`src/rtl/fp_pkg.sv`:
```
// Shared types and constants for the binary32 unpack/align front end.
package fp_pkg;

  localparam int unsigned EXP_W     = 8;
  localparam int unsigned FRAC_W    = 23;
  localparam int unsigned SIG_W     = 24;
  localparam int unsigned ALIGN_W   = 27;
  localparam int unsigned CNT_W     = 5;
  localparam int unsigned EXP_MAX   = 255;
  localparam int unsigned ALIGN_CAP = 26;

  typedef struct packed {
    logic              sign;
    logic [EXP_W-1:0]  exp;
    logic [FRAC_W-1:0] frac;
  } fp32_t;

  typedef enum logic [1:0] {
    IDLE  = 2'd0,
    ALIGN = 2'd1,
    DONE  = 2'd2
  } state_t;

endpackage

```
`src/rtl/fp_classify.sv`:
```
// Combinational per-operand classifier for binary32 values.
module fp_classify
  import fp_pkg::*;
(
  input  fp32_t op,
  output logic  nan_c,
  output logic  snan_c,
  output logic  inf_c,
  output logic  zero_c,
  output logic  subnormal_c
);

  logic exp_max;
  logic exp_zero;
  logic frac_zero;

  assign exp_max   = (op.exp == EXP_W'(EXP_MAX));
  assign exp_zero  = (op.exp == '0);
  assign frac_zero = (op.frac == '0);

  assign nan_c       = exp_max & ~frac_zero;
  // Signalling NaNs have the quiet bit (MSB of the fraction) clear.
  assign snan_c      = nan_c & ~op.frac[FRAC_W-1];
  assign inf_c       = exp_max & frac_zero;
  assign zero_c      = exp_zero & frac_zero;
  assign subnormal_c = exp_zero & ~frac_zero;

endmodule

```
`src/rtl/fp_unpack_align_r4.sv`:
```
// Unpacks two binary32 operands, orders them by magnitude and aligns the
// smaller significand two bits per cycle with a sticky bit.
module fp_unpack_align_r4
  import fp_pkg::*;
(
  input  logic               clk,
  input  logic               rst_n,
  input  logic               in_valid,
  output logic               in_ready,
  input  logic [31:0]        op_a,
  input  logic [31:0]        op_b,
  input  logic               sub,
  output logic               out_valid,
  input  logic               out_ready,
  output logic               sign1,
  output logic               sign2,
  output logic               nan,
  output logic               invalid,
  output logic               inf1,
  output logic               inf2,
  output logic               swapped,
  output logic               sign_big,
  output logic [EXP_W-1:0]   exp_big,
  output logic [SIG_W-1:0]   mant_big,
  output logic [ALIGN_W-1:0] mant_small
);

  state_t state;
  state_t state_next;

  logic [CNT_W-1:0] n;

  fp32_t fa;
  fp32_t fb;
  assign fa = fp32_t'(op_a);
  assign fb = fp32_t'(op_b);

  logic a_nan, a_snan, a_inf, a_zero, a_sub;
  logic b_nan, b_snan, b_inf, b_zero, b_sub;

  fp_classify u_class_a (
    .op          (fa),
    .nan_c       (a_nan),
    .snan_c      (a_snan),
    .inf_c       (a_inf),
    .zero_c      (a_zero),
    .subnormal_c (a_sub)
  );

  fp_classify u_class_b (
    .op          (fb),
    .nan_c       (b_nan),
    .snan_c      (b_snan),
    .inf_c       (b_inf),
    .zero_c      (b_zero),
    .subnormal_c (b_sub)
  );

  // Unpacked operand fields prior to ordering.
  logic [EXP_W-1:0] exp_a_c;
  logic [EXP_W-1:0] exp_b_c;
  logic [SIG_W-1:0] sig_a_c;
  logic [SIG_W-1:0] sig_b_c;

  assign exp_a_c = (a_zero | a_sub) ? EXP_W'(1) : fa.exp;
  assign exp_b_c = (b_zero | b_sub) ? EXP_W'(1) : fb.exp;
  assign sig_a_c = {~(a_zero | a_sub), fa.frac};
  assign sig_b_c = {~(b_zero | b_sub), fb.frac};

  logic             sign2_c;
  logic             swap_c;
  logic             nan_c;
  logic             inf1_c;
  logic             inf2_c;
  logic             invalid_c;
  logic [EXP_W-1:0] exp_big_c;
  logic [EXP_W-1:0] exp_small_c;
  logic [SIG_W-1:0] sig_big_c;
  logic [SIG_W-1:0] sig_small_c;
  logic [EXP_W-1:0] diff_c;
  logic [CNT_W-1:0] n_init_c;

  assign sign2_c   = fb.sign ^ sub;
  // Ties keep op_a as the larger operand.
  assign swap_c    = {fb.exp, fb.frac} > {fa.exp, fa.frac};
  assign nan_c     = a_nan | b_nan;
  assign inf1_c    = a_inf;
  assign inf2_c    = b_inf;
  assign invalid_c = a_snan | b_snan | (a_inf & b_inf & (fa.sign != sign2_c));

  assign exp_big_c   = swap_c ? exp_b_c : exp_a_c;
  assign exp_small_c = swap_c ? exp_a_c : exp_b_c;
  assign sig_big_c   = swap_c ? sig_b_c : sig_a_c;
  assign sig_small_c = swap_c ? sig_a_c : sig_b_c;

  assign diff_c   = exp_big_c - exp_small_c;
  assign n_init_c = (diff_c >= EXP_W'(ALIGN_CAP)) ? CNT_W'(ALIGN_CAP) : CNT_W'(diff_c);

  logic accept_c;
  logic direct_done_c;
  assign accept_c      = in_valid & in_ready;
  assign direct_done_c = nan_c | inf1_c | inf2_c | (n_init_c == '0);

  // One radix-4 alignment step: shift by two while possible, fold lost bits into sticky.
  logic [1:0]         step_c;
  logic [CNT_W-1:0]   n_after_c;
  logic [ALIGN_W-1:0] shift_c;

  assign step_c    = (n >= CNT_W'(2)) ? 2'd2 : 2'd1;
  assign n_after_c = n - CNT_W'(step_c);

  always_comb begin
    shift_c = mant_small;
    if (step_c == 2'd2) begin
      shift_c = {2'b00, mant_small[ALIGN_W-1:2]} | {{(ALIGN_W-1){1'b0}}, |mant_small[1:0]};
    end else begin
      shift_c = {1'b0, mant_small[ALIGN_W-1:1]} | {{(ALIGN_W-1){1'b0}}, mant_small[0]};
    end
  end

  // State register.
  always_ff @(posedge clk or negedge rst_n) begin
    if (!rst_n) begin
      state <= IDLE;
    end else begin
      state <= state_next;
    end
  end

  // Next-state logic.
  always_comb begin
    state_next = state;
    case (state)
      IDLE: begin
        if (in_valid) begin
          state_next = direct_done_c ? DONE : ALIGN;
        end
      end
      ALIGN: begin
        if (n_after_c == '0) begin
          state_next = DONE;
        end
      end
      DONE: begin
        if (out_ready) begin
          state_next = IDLE;
        end
      end
      default: state_next = IDLE;
    endcase
  end

  assign in_ready  = (state == IDLE);
  assign out_valid = (state == DONE);

  // Operand capture on acceptance, then in-place alignment.
  always_ff @(posedge clk or negedge rst_n) begin
    if (!rst_n) begin
      n          <= '0;
      sign1      <= 1'b0;
      sign2      <= 1'b0;
      nan        <= 1'b0;
      invalid    <= 1'b0;
      inf1       <= 1'b0;
      inf2       <= 1'b0;
      swapped    <= 1'b0;
      sign_big   <= 1'b0;
      exp_big    <= '0;
      mant_big   <= '0;
      mant_small <= '0;
    end else if (accept_c) begin
      n          <= n_init_c;
      sign1      <= fa.sign;
      sign2      <= sign2_c;
      nan        <= nan_c;
      invalid    <= invalid_c;
      inf1       <= inf1_c;
      inf2       <= inf2_c;
      swapped    <= swap_c;
      sign_big   <= swap_c ? sign2_c : fa.sign;
      exp_big    <= exp_big_c;
      mant_big   <= sig_big_c;
      mant_small <= {sig_small_c, 3'b000};
    end else if (state == ALIGN) begin
      n          <= n_after_c;
      mant_small <= shift_c;
    end
  end

endmodule

```
`config.mk`:
```
export PLATFORM = sky130hd
export DESIGN_NAME = fp_unpack_align_r4
export DESIGN_NICKNAME = d
export VERILOG_FILES = /design/src/rtl/fp_pkg.sv /design/src/rtl/fp_classify.sv /design/src/rtl/fp_unpack_align_r4.sv
export SDC_FILE = /design/constraint.sdc
export NUM_CORES = 1
export LEC_CHECK = 0
export CELL_PAD_IN_SITES_DETAIL_PLACEMENT = 1
export CELL_PAD_IN_SITES_GLOBAL_PLACEMENT = 1
export CORE_AREA = 2 2 113 137
export CTS_CLUSTER_DIAMETER = 50
export CTS_CLUSTER_SIZE = 28
export DETAILED_ROUTE_END_ITERATION = 12
export DIE_AREA = 0 0 115 139
export PLACE_DENSITY_LB_ADDON = 0.1
export RECOVER_POWER = 50
export SLEW_MARGIN = 20
export SYNTH_ARGS = -nofsm -noshare
export SYNTH_HDL_FRONTEND = slang
export SYNTH_SLANG_ARGS = --single-unit
```
`constraint.sdc`:
```
create_clock -name clk -period 3.3 [get_ports clk]
set_input_delay 0.66 -clock clk [delete_from_list [all_inputs] [get_ports clk]]
set_output_delay 0.66 -clock clk [all_outputs]
set_load 0.01 [all_outputs]
```
Word level (Yosys, flattened, before mapping) --
Index checks and enable logic that the tools add are counted. W data, S select, Z words.
Storage, ports and cells: register bits after elaboration 74, bits in latches 0, memory bits (writable) 0, ROM bits 0, input port bits 69, output and inout port bits 69, logic and storage cells 86, memories 0
Operators by class: add/sub/neg operators 2, multiply operators 0, divide/modulo/power cells 0, $lt $le $gt $ge 3, equal/unequal tests 9, shifts and indexed selects 0, multiplexer cells 19, bitwise logic cells 30, reductions and logical operators 10
Operator list (count):
- $mux W27 | 2
- $mux W24 | 2
- $logic_not A23 Y1 | 2
- $mux W8 | 4
- $gt A31 B31 Y1 | 1
- $mux W26 | 1
- $or A26 B1 Y26 | 1
- $or A25 B1 Y25 | 1
- $eq A8 B8 Y1 const B | 2
- $logic_not A8 Y1 | 2
- $mux W5 | 3
- $and A1 B1 Y1 | 13
- $logic_not A5 Y1 | 2
- $mux W2 | 5
- $ge A8 B5 Y1 const B | 1
- $or A1 B1 Y1 | 8
- $sub A8 B8 Y8 | 1
- $not A1 Y1 | 6
- $pmux W2 S3 | 1
- $ge A5 B2 Y1 const B | 1
- $sub A5 B2 Y5 | 1
- $eq A2 B2 Y1 const B | 2
- $ne A2 B2 Y1 const B | 2
- $reduce_and A3 Y1 | 1
- other kinds (8) | 8

Longest topological paths before layout --
word-level depth 14, depth in mapped cells 19

Modules after synthesis --
Synthesis repeated with hierarchy kept, for this count alone.
Unflattened totals: cells, all modules 649, area total of the unflattened synthesis 5510.3 sq um
Modules (own cells, without submodules):
- fp_unpack_align_r4 | instances 1, cells each 607, area an instance 5205.0 sq um, sequential area each 1851.8 sq um
- fp_classify | instances 2, cells each 21, area an instance 152.6 sq um, sequential area each 0.0 sq um

Worst setup path after synthesis --
Ideal clock, no wire load.
path kind input -> register, start point in op_a[27], end point reg n[1], setup time 141 ps, data arrival time 4641 ps, setup slack -1482 ps, stages on the path 19, buffers on the path 2, path through inv_1 -> ha_1 -> a2111oi_2 -> o21ai_0 -> o211a_1 -> nor4_1 -> o22a_2 -> buf_6 -> buf_4 -> mux2i_1 -> ha_1 -> fa_1 -> nor2b_4 -> o31a_1 -> a2111o_1 -> a221o_1 -> or3_4 -> nor3b_1 -> a31oi_1
On the way: cells in the longest elaborated chain, start to end 9
Ends and longest elaborated chain:
- start: declaration | line fp_unpack_align_r4.sv:10 | input logic [31:0] op_a,
- branches (longest 5 deep; another with $gt A31 B31 Y1)
- $sub A8 B8 Y8 * | line fp_unpack_align_r4.sv:96 | assign diff_c = exp_big_c - exp_small_c;
- $ge A8 B5 Y1 | line fp_unpack_align_r4.sv:97 | assign n_init_c = (diff_c >= EXP_W'(ALIGN_CAP)) ? CNT_W'(ALIGN_CAP) : CNT_W'(diff_c);
- $mux W5 * | line fp_unpack_align_r4.sv:97
- $mux W5 * | line fp_unpack_align_r4.sv:171 | end else if (accept_c) begin
- end signal: assignment | line fp_unpack_align_r4.sv:172 | n <= n_init_c;
- end signal: assignment | line fp_unpack_align_r4.sv:185 | n <= n_after_c;
- end: declaration | line fp_unpack_align_r4.sv:31 | logic [CNT_W-1:0] n;
Every way passes the cells marked *. A chain may end at the register's enable or synchronous reset.

Final worst setup path --
start point in op_a[27], end point reg n[1]
On the way: cells in the longest elaborated chain, start to end 9
Ends and longest elaborated chain:
- branches (longest 4 deep; another with $gt A31 B31 Y1)
- $mux W8 * | line fp_unpack_align_r4.sv:91 | assign exp_big_c = swap_c ? exp_b_c : exp_a_c;
- via exp_big_c[2] | line fp_unpack_align_r4.sv:76 | logic [EXP_W-1:0] exp_big_c;
- $sub A8 B8 Y8 * | line fp_unpack_align_r4.sv:96
- $ge A8 B5 Y1 * | line fp_unpack_align_r4.sv:97
- $mux W5 * | line fp_unpack_align_r4.sv:97
- $mux W5 * | line fp_unpack_align_r4.sv:171
Mark *: on every way through the listed nets, which the timed path passes.

==> metrics.md <==
| Metric | Value |
|---|---|
| H-tree depth | `3` |
| Total Power | `5.70 mW` |
| Critical Path Source Type | `primary input` |
| Filler cell count | `1711` |
| Antenna violations before repair | `0` |
| VDD IR max | `528 µV` |
| WS Path Type | `primary input to flop` |
| Yosys reg bits | `74` |
| GRT Resource Usage Total | `27.0%` |
| # IOs | `138` |
| Max_slew headroom | `-31.8%` |
| Fin Setup TNS | `-8130 ps` |
| TritonCTS clock tree | `built` |
| CTS Sinks | `74` |
| Minimum clock period | `4550 ps` |
| Diode count | `0` |
| Worst skew pair latency | `350 ps` |
| Ys async rst share | `100%` |
| RSZ-0062 raised after global routing | `true` |
| Yosys warns | `0` |
| Port bufs | `137` |
| Failing checks | `max-capacitance violations, max-slew violations, negative setup slack` |
| Status | `finished, violations left` |
| Synth unique cells | `51` |
| F_max | `220 MHz` |
| Worst path required time | `3510 ps` |
| Final Max Slew Viols | `75` |
| Final worst-path cycle share | `138%` |
| Pwr per Cell Area | `682 nW/µm²` |
| Hold Fails Final Rpt | `0` |
| Syn_nets | `729` |
| Worst hold margin | `486 ps` |
| Via count | `5722` |
| Syn Area/Cell | `8.64 µm²` |
| Die X | `115 µm` |
| Hold Buf Count CTS | `0` |
| Hold Crit Class | `flop to flop` |
| Total gr overflow | `0` |
| Drt pass-1 iters | `4` |
| Clock Tree Buf Depth | `2` |
| Worst flop-to-flop path startpoint | `n[1]$_DFFE_PN0P_` |
| Vias in the first global route | `6201` |
| Post-route ant nets | `0` |
| First-pass GRT wire length | `33400 µm` |
| Initial DRC count | `251` |
| Vias per Instance | `5.51` |
| Initial core utilization | `36.3%` |
| Largest net degree at the start of global routing | `75` |
| WL/cell | `20.7 µm` |
| DRC viols | `0` |
| LEAKAGE | `3.87 nW` |
| EDFF count, synth | `0` |
| Setup WS post-layout | `-1250 ps` |
| TritonCTS buffer count | `9` |
| GP Congestion | `0.877` |
| Critical Path Source | `op_a[27]` |
| Hold path startpoint | `sign_big$_DFFE_PN0P_` |
| Final Net Count | `968` |
| Gate Count Post-Synth | `618` |
| Tightest Pin Transition | `1980 ps` |
| Die height | `139 µm` |
| Synthesized area | `5340 µm²` |
| Layout cells sized above 1 | `28.9%` |
| Maxcap violations | `1` |
| Setup Viol. Count Final | `7` |
| Multi-input logic area | `3700 µm²` |
| CORE AREA | `14700 µm²` |
| Clk pin slew, worst setup/hold paths | `60 ps` |
| CP endpoint kind | `flop` |
| Std-Cell Rows | `49` |
| Root Driver | `clkbuf_16` |
| Sequential cell area | `1850 µm²` |
| Area growth, synth to finish | `56.6%` |
| Sequential area share after synthesis | `34.7%` |
| Post-synth top flop | `dfrtp_1` |
| Critical path peak fanout | `7` |
| Die area | `16000 µm²` |
| Worst Path Arrival | `4760 ps` |
| Post-Route WL | `21500 µm` |
| Final HPWL DP | `15900 µm` |
| Layout Skew | `10.2 ps` |
-- report_power, final --
group | switching [mW] | leakage, nW | internal, mW | total (mW)
combinational | 1.54 | 2.91 | 1.54 | 3.08
clock | 0.403 | 0.120 | 0.502 | 0.905
sequential | 0.368 | 0.847 | 1.35 | 1.72
total | 2.31 | 3.87 | 3.39 | 5.70
-- metrics by stage --
step	setup WS, ps	instances	util [%]	area (µm²)
6_report	-1250	1039	56.8	8360
5_1_grt	-1380	1039	56.8	8360
4_1_cts	-1200	1036	56.8	8350
3_5_place_dp	-2160	1011	52.9	7780
3_3_place_gp	-2080	1011	52.9	7780
2_1_floorplan	-1230	618	-	5470
-- registers in the layout, summed over array words and instances, names as in the netlist --
signal      cells
exp_big         8
inf1            1
inf2            1
invalid         1
mant_big       24
mant_small     27
n               5
nan             1
sign1           1
sign2           1
sign_big        1
state           2
swapped         1
-- layout make-up --
type | count | area share, %
Inverter | 37 | 1.84
Clock inverter | 5 | 0.389
Timing Repair Buffer | 260 | 26.0
Sequential cell | 74 | 22.2
Clock buffer | 10 | 2.74
Tap cell | 178 | 2.66
Multi-Input combinational cell | 475 | 44.2
-- routing by layer --
layer	GRT usage [%]	vias to the layer above	part of all wire (%)
met5	0	-	0
li1	-	2696	-
met4	13.6	0	4.9
met3	4.28	53	3.5
met2	48.0	149	53
met1	30.9	2824	39
-- cells in the mapped netlist (2+ instances only) --
| cell type | number | area [µm²] |
|---|---|---|
| xor2_1 | 5 | 43.8 |
| mux2_2 | 11 | 124 |
| a31oi_1 | 3 | 18.8 |
| inv_1 | 36 | 135 |
| nand2_1 | 74 | 278 |
| o21a_1 | 3 | 22.5 |
| nor3_1 | 4 | 20.0 |
| o211ai_1 | 2 | 15.0 |
| a21oi_1 | 64 | 320 |
| or4_1 | 2 | 15.0 |
| nor2_1 | 56 | 210 |
| o32ai_1 | 2 | 17.5 |
| nand3_1 | 31 | 155 |
| xnor2_1 | 6 | 52.6 |
| o21ai_0 | 20 | 100 |
| dfrtp_1 | 74 | 1850 |
| nand4_1 | 14 | 87.6 |
| buf_4 | 5 | 37.5 |
| a21o_1 | 4 | 30.0 |
| ha_1 | 40 | 500 |
| a211oi_1 | 5 | 37.5 |
| nor2b_1 | 3 | 18.8 |
| buf_1 | 3 | 11.3 |
| clkbuf_1 | 22 | 82.6 |
| nand2b_1 | 8 | 50.1 |
| nor4_1 | 15 | 93.8 |
| mux2i_1 | 58 | 581 |
| a221o_1 | 2 | 20.0 |
| buf_6 | 2 | 22.5 |
| o31ai_1 | 22 | 165 |
| fa_1 | 2 | 40.0 |
-- repair_timing --
item | CTS | global route
gates resized for setup | 146 | 50
setup endpoints to repair | 56 | 34
gates cloned | 0 | 0
setup buffers | 10 | 3
pin swaps | 40 | 23
-- cell usage in the layout, fill, tap and decap left out, types with 6 or more instances in the layout --
cell / n
ha_4: 26
inv_1: 15
mux2_2: 10
dlygate4sd3_1: 27
mux2i_1: 57
o21ai_0: 16
nand2b_1: 8
o31ai_1: 22
nand4_1: 14
buf_2: 6
dfrtp_1: 74
buf_4: 115
clkbuf_2: 19
dlygate4sd2_1: 33
nor4_1: 13
xnor2_1: 6
ha_1: 14
nand3_1: 29
a21oi_1: 60
clkdlybuf4s50_1: 48
nor2_1: 52
clkbuf_16: 9
nand2_1: 74
inv_2: 19
-- cells by family (layout without fill, tap and decap cells) --
family	after synthesis	after routing	share of synthesized area (%)
simple gates	214	214	18.5
compound gates	139	139	16.2
flops	74	74	34.7
mux	69	69	13.2
buf+inv	69	312	5.49
fa+ha+maj	42	42	10.1
xor+xnor	11	11	1.80
-- path summary, 6_finish.rpt --
check | end | slack, ps | cells past startpoint
min in group asynchronous | mant_small[8]$_DFFE_PN0P_ | 870 | 1
worst min register to register | sign_big$_DFFE_PN0P_ | 490 | 2
max in group asynchronous | mant_big[16]$_DFFE_PN0P_ | 1260 | 1
worst max-delay path | n[1]$_DFFE_PN0P_ | -1250 | 18
worst max register to register | state[1]$_DFFE_PN0P_ | 670 | 9
worst min-delay path | sign_big$_DFFE_PN0P_ | 490 | 2
-- worst max-delay path, cell delays in order --
cell and delay (ps):
buf_8 80, inv_4 30, ha_4 280, buf_6 100, nand4_1 180, nor4_4 420
nand3_2 170, o21ai_2 100, o22a_4 230, mux2_2 370, ha_1 320, nor2b_4 140
o31a_1 290, a2111o_1 380, a221o_1 370, or3_4 380, nor3b_2 200, a31oi_1 70
Note: power is estimated with default switching activity, not from simulation.
